## config.mk

```make
export PLATFORM = sky130hd
export DESIGN_NAME = gene_sweep_driver
export DESIGN_NICKNAME = d
export VERILOG_FILES = /design/src/rtl/gene_net_pkg.sv /design/src/rtl/gene_result_reg.sv /design/src/rtl/gene_sweep_driver.sv
export SDC_FILE = /design/constraint.sdc
export NUM_CORES = 1
export LEC_CHECK = 0
export ABC_AREA = 0
export CORE_MARGIN = 5
export CORE_UTILIZATION = 30
export CTS_CLUSTER_SIZE = 30
export DETAILED_ROUTE_END_ITERATION = 16
export SLEW_MARGIN = 20
export SYNTH_ARGS = -nofsm -noshare
export SYNTH_HDL_FRONTEND = slang
export SYNTH_HIERARCHICAL = 1
export SYNTH_SLANG_ARGS = --single-unit
```

## constraint.sdc

```tcl
create_clock -name clk -period 3.3 [get_ports clk]
set_input_delay 0.495 -clock clk [delete_from_list [all_inputs] [get_ports clk]]
set_output_delay 0.495 -clock clk [all_outputs]
set_load 0.05 [all_outputs]
```

## src/rtl/gene_net_pkg.sv

```systemverilog
// Shared types and constants for the gene-network fixed-point sweep.
package gene_net_pkg;

  localparam int unsigned GENE_W            = 8;
  localparam int unsigned MAX_STEPS_DEFAULT = 64;

  typedef enum logic [1:0] {
    S_IDLE   = 2'd0,
    S_LOAD   = 2'd1,
    S_RUN    = 2'd2,
    S_REPORT = 2'd3
  } state_t;

  // Next initial value in a sweep; wraps 255 -> 0.
  function automatic logic [GENE_W-1:0] wrap_inc(input logic [GENE_W-1:0] v);
    return v + 1'b1;
  endfunction

endpackage

```

## src/rtl/gene_result_reg.sv

```systemverilog
// Holding register for one sweep result, presented over valid/ready.
module gene_result_reg
  import gene_net_pkg::*;
#(
  parameter int unsigned STEP_W = 8
) (
  input  logic              clk,
  input  logic              rst_n,
  input  logic              i_clear,
  input  logic              i_load,
  input  logic              i_fixed,
  input  logic [GENE_W-1:0] i_init,
  input  logic [GENE_W-1:0] i_state,
  input  logic [STEP_W-1:0] i_steps,
  input  logic              i_ready,
  output logic              o_valid,
  output logic              o_fixed,
  output logic [GENE_W-1:0] o_init,
  output logic [GENE_W-1:0] o_state,
  output logic [STEP_W-1:0] o_steps
);

  logic              r_valid;
  logic              r_fixed;
  logic [GENE_W-1:0] r_init;
  logic [GENE_W-1:0] r_state;
  logic [STEP_W-1:0] r_steps;

  // Capture on load, drop valid on accept or clear; data only changes on load.
  always_ff @(posedge clk or negedge rst_n) begin
    if (!rst_n) begin
      r_valid <= 1'b0;
      r_fixed <= 1'b0;
      r_init  <= '0;
      r_state <= '0;
      r_steps <= '0;
    end else if (i_clear) begin
      r_valid <= 1'b0;
    end else if (i_load) begin
      r_valid <= 1'b1;
      r_fixed <= i_fixed;
      r_init  <= i_init;
      r_state <= i_state;
      r_steps <= i_steps;
    end else if (r_valid && i_ready) begin
      r_valid <= 1'b0;
    end
  end

  assign o_valid = r_valid;
  assign o_fixed = r_fixed;
  assign o_init  = r_init;
  assign o_state = r_state;
  assign o_steps = r_steps;

endmodule

```

## src/rtl/gene_sweep_driver.sv

```systemverilog
// Sweeps a range of initial gene states, iterates the external network until
// the checker reports a fixed point or the step budget runs out, and reports
// one result per initial value.
module gene_sweep_driver
  import gene_net_pkg::*;
#(
  parameter int unsigned MAX_STEPS = MAX_STEPS_DEFAULT,
  parameter int unsigned STEP_W    = 8
) (
  input  logic              clk,
  input  logic              rst_n,
  input  logic              start,
  input  logic              abort,
  input  logic [GENE_W-1:0] first_init,
  input  logic [GENE_W-1:0] last_init,
  input  logic [GENE_W-1:0] next_x,
  input  logic              fp_flag,
  output logic [GENE_W-1:0] x,
  output logic [GENE_W-1:0] init_val_chk,
  output logic              busy,
  output logic              done,
  output logic              res_valid,
  input  logic              res_ready,
  output logic [GENE_W-1:0] res_init,
  output logic [GENE_W-1:0] res_state,
  output logic [STEP_W-1:0] res_steps,
  output logic              res_fixed
);

  state_t            r_state, w_state_nxt;
  logic [GENE_W-1:0] r_init_cur, w_init_cur_nxt;
  logic [GENE_W-1:0] r_last_q, w_last_q_nxt;
  logic [GENE_W-1:0] r_x, w_x_nxt;
  logic [GENE_W-1:0] r_ivc, w_ivc_nxt;
  logic [STEP_W-1:0] r_steps, w_steps_nxt;
  logic              r_busy;
  logic              r_done, w_done_nxt;

  logic              w_qual;
  logic              w_timeout;
  logic              w_accept;
  logic              w_res_load;
  logic              w_res_fixed;

  // The first two RUN cycles see checker history from before this load.
  assign w_qual    = fp_flag && (r_steps >= STEP_W'(2));
  assign w_timeout = (r_steps == STEP_W'(MAX_STEPS));
  assign w_accept  = res_valid && res_ready;

  // State register.
  always_ff @(posedge clk or negedge rst_n) begin
    if (!rst_n) r_state <= S_IDLE;
    else        r_state <= w_state_nxt;
  end

  // Next-state and datapath next values; abort overrides everything.
  always_comb begin
    w_state_nxt    = r_state;
    w_init_cur_nxt = r_init_cur;
    w_last_q_nxt   = r_last_q;
    w_x_nxt        = r_x;
    w_ivc_nxt      = r_ivc;
    w_steps_nxt    = r_steps;
    w_done_nxt     = 1'b0;
    w_res_load     = 1'b0;
    w_res_fixed    = 1'b0;
    if (abort) begin
      w_state_nxt = S_IDLE;
    end else begin
      case (r_state)
        S_IDLE: begin
          if (start) begin
            w_init_cur_nxt = first_init;
            w_last_q_nxt   = last_init;
            w_state_nxt    = S_LOAD;
          end
        end
        S_LOAD: begin
          w_x_nxt     = r_init_cur;
          w_ivc_nxt   = r_init_cur;
          w_steps_nxt = '0;
          w_state_nxt = S_RUN;
        end
        S_RUN: begin
          if (w_qual) begin
            w_res_load  = 1'b1;
            w_res_fixed = 1'b1;
            w_state_nxt = S_REPORT;
          end else if (w_timeout) begin
            w_res_load  = 1'b1;
            w_state_nxt = S_REPORT;
          end else begin
            w_x_nxt     = next_x;
            w_steps_nxt = r_steps + 1'b1;
          end
        end
        S_REPORT: begin
          if (w_accept) begin
            if (r_init_cur == r_last_q) begin
              w_done_nxt  = 1'b1;
              w_state_nxt = S_IDLE;
            end else begin
              w_init_cur_nxt = wrap_inc(r_init_cur);
              w_state_nxt    = S_LOAD;
            end
          end
        end
        default: w_state_nxt = S_IDLE;
      endcase
    end
  end

  // Datapath registers; busy is registered from the next state so it tracks the state.
  always_ff @(posedge clk or negedge rst_n) begin
    if (!rst_n) begin
      r_init_cur <= '0;
      r_last_q   <= '0;
      r_x        <= '0;
      r_ivc      <= '0;
      r_steps    <= '0;
      r_busy     <= 1'b0;
      r_done     <= 1'b0;
    end else begin
      r_init_cur <= w_init_cur_nxt;
      r_last_q   <= w_last_q_nxt;
      r_x        <= w_x_nxt;
      r_ivc      <= w_ivc_nxt;
      r_steps    <= w_steps_nxt;
      r_busy     <= (w_state_nxt != S_IDLE);
      r_done     <= w_done_nxt;
    end
  end

  gene_result_reg #(
    .STEP_W (STEP_W)
  ) u_result (
    .clk     (clk),
    .rst_n   (rst_n),
    .i_clear (abort),
    .i_load  (w_res_load),
    .i_fixed (w_res_fixed),
    .i_init  (r_init_cur),
    .i_state (r_x),
    .i_steps (r_steps),
    .i_ready (res_ready),
    .o_valid (res_valid),
    .o_fixed (res_fixed),
    .o_init  (res_init),
    .o_state (res_state),
    .o_steps (res_steps)
  );

  assign x            = r_x;
  assign init_val_chk = r_ivc;
  assign busy         = r_busy;
  assign done         = r_done;

endmodule

```

==> results.txt <==
Post-Route WL: 8990 um
Layout cells sized above 1: 13.9%
Pre-antenna DRT Iters: 5
Yosys warns: 6
Via count: 2710
Yosys top cell area share: 50.8%
Lkg Pwr: 2.03 nW
Antenna Diode Count: 0
Area delta synth->final: 35.3%
Die height: 117 um
Port Buf Inserts: 73
Final hold vios: 0
Arr. time, crit path: 3.01 ns
RSZ-0062 raised after global routing: false
DIE AREA: 13700 um2
Initial antenna violation count: 0
Fin cells: 560
Max-slew headroom: 58.0%
Worst-path maximum fanout: 25
Setup TNS: 0 ns
Inst Count DP: 543
CTS tree: done
Critical Path End Type: flop
Slew Viols, Final: 0
Number of global-route vias before repair: 2758
Synth Instances: 339
Minimum clock period: 2.81 ns
# fillers: 1114
Syn Area/Cell: 10.2 um2
Metal-1 WL: 4190 um
Yosys top cell by area: dfrtp_1
Worst slew pin tran: 0.630 ns
Placement Cell Area: 4340 um2
Fin Clk Skew: 0.00812 ns
Place WS: 0.498 ns
DRT iter0 DRCs: 115
Final Util: 41.2%
NumNets Final: 446
Area of the core: 11300 um2
# setup viols final: 0
Status: finished, final reports clean
Hold_ws: 0.488 ns
Clock buffer depth: 2
Clk sinks: 70
Cell area after layout: 4670 um2
WL met2: 4190 um
DP HPWL: 6290 um
Pin count of the biggest net entering global routing: 70
Initial core utilization: 30.5%
Row cnt: 39
Synth Register Bits: 70
Top FF cell, synth: dfrtp_1
CTS Buf Count: 9
Type of the worst min-delay path: reg -> reg
Top Layer Used: met4
Gpl congestion: 0.823
Critical path type: reg -> reg
Post-CTS resize count: 0
Max-cap check violation count: 0
FMAX: 356 MHz
Crit share post-route: 85.1%
I/O pins: 74
Global-route wire length before repair: 14600 um
Pwr Density: 888 nW/um2
Design Power: 4.14 mW
Later-pin clock latency in the skew report: 0.32 ns
Clk root buf: clkbuf_16
Die Width: 117 um
Via density: 4.84
Distinct cells, synth: 45
GRT overflow: 0
Critical path required time: 3.50 ns
Final ANT Viol Nets: 0
Setup crit start kind: flop
H-tree levels: 3
Met3 WL: 525 um
VDD IR-drop max: 0.635 mV
Ys async rst share: 100%
Worst-path clk slew: 0.06 ns
GRT Total Usage: 13.7%
Sequential area share after synthesis: 50.8%
Synth Cell Area: 3450 um2
Final worst slack: 0.493 ns
Wire per inst: 16.0 um
Syn Nets: 373
Post-route DRC: 0
R2R Setup Slk: 0.49 ns
Number of flops mapped to enable cells by yosys: 0
Ranking of synthesized cells by area: dfrtp_1 (51%), nand2_1 (8.9%), mux2_4 (8.7%), a31oi_1 (2.5%), nor2_1 (2.3%)
## path summary, 6_finish.rpt
| kind | end | cells past startpoint | from |
|---|---|---|---|
| setup / recovery | u_result/o_init[2] | 7 | r_steps[4] |
| hold / removal | init_val_chk[4] | 2 | init_val_chk[4] |
| setup reg to reg | u_result/o_init[2] | 7 | r_steps[4] |
| hold reg to reg | init_val_chk[4] | 2 | init_val_chk[4] |
| max in group asynchronous | u_result/o_init[6] | 3 | rst_n |
| min in group asynchronous | u_result/o_state[0] | 2 | rst_n |
## registers in the layout, indices dropped and copies added (netlist names), 2 cells and up
register and cells:
r_last_q 8, r_state 2, r_init_cur 8, u_result/o_state 8, u_result/o_init 8, r_steps 8
init_val_chk 8, x 8, u_result/o_steps 8
## layout make-up
class | count | area [um2] | area share [%]
multi-input combinational | 240 | 1550 | 33.3
inverter | 7 | 26.3 | 0.563
tap | 143 | 179 | 3.83
clock buffer | 9 | 225 | 4.83
sequential | 70 | 1750 | 37.5
timing repair buffer | 84 | 836 | 17.9
clock inverter | 7 | 95.1 | 2.04
## where the power goes
| group | internal, mW | switching [mW] | total [mW] |
|---|---|---|---|
| sequential | 1.12 | 0.291 | 1.41 |
| clock | 0.664 | 0.364 | 1.03 |
| combinational | 0.653 | 1.05 | 1.70 |
| total | 2.44 | 1.71 | 4.14 |
## cell usage after synthesis, types with 2 or more instances
cell type   n
ha_1        4
mux2i_1     2
mux2_2      5
mux2_4     20
buf_2       2
nand4_1     8
o211ai_1    3
nand2_1    82
and3_1      4
nand3_1     4
buf_12      2
clkbuf_1   16
xnor2_1     8
nand2b_1    6
o31ai_1     2
a31o_1      5
or2_2       2
or3_1       2
a21oi_1    12
dfrtp_1    70
nor4_1      4
nor3_1     10
and2_1      3
or4_1       3
a31oi_1    14
nor2_1     21
inv_1       7
## layer usage
metal	vias to the layer above	track usage (%)
met5	-	0
met1	1308	18.9
met2	76	21.6
li1	1320	-
met4	0	4.28
met3	6	2.72
## logic make-up after synthesis
kind of cell / after synthesis / share of synthesized area (%)
AND/OR/NAND/NOR: 156 / 21.4
adder cells (fa/ha/maj): 4 / 1.45
multiplexers: 27 / 10.9
XOR/XNOR: 8 / 2.03
AO/OA/AOI/OAI: 45 / 8.92
buffers and inverters: 29 / 4.50
flip-flops: 70 / 50.8
## worst max-delay path, cell delays in order (launching register included)
cell     delay, ns
dfrtp_1       0.41
or4_1         0.58
nor4_1        0.51
a31oi_1       0.11
nor3_1        0.27
nor2b_4       0.21
buf_12        0.23
mux2_2        0.36
## placed cells by master, fill, tap and decap left out, types with 9 or more instances in the layout
master	n
dfrtp_1	70
clkbuf_16	9
a21oi_1	12
mux2_4	20
nor2_1	21
a31oi_1	14
clkdlybuf4s50_1	72
nand2_1	82
nor3_1	10
## what timing repair did
action / in CTS / in global routing
endpoints found under the hold margin: 1 / 0
hold buffers: 1 / 0
buffers inserted: 0 / 0
Power figures use the tool's default switching activity.
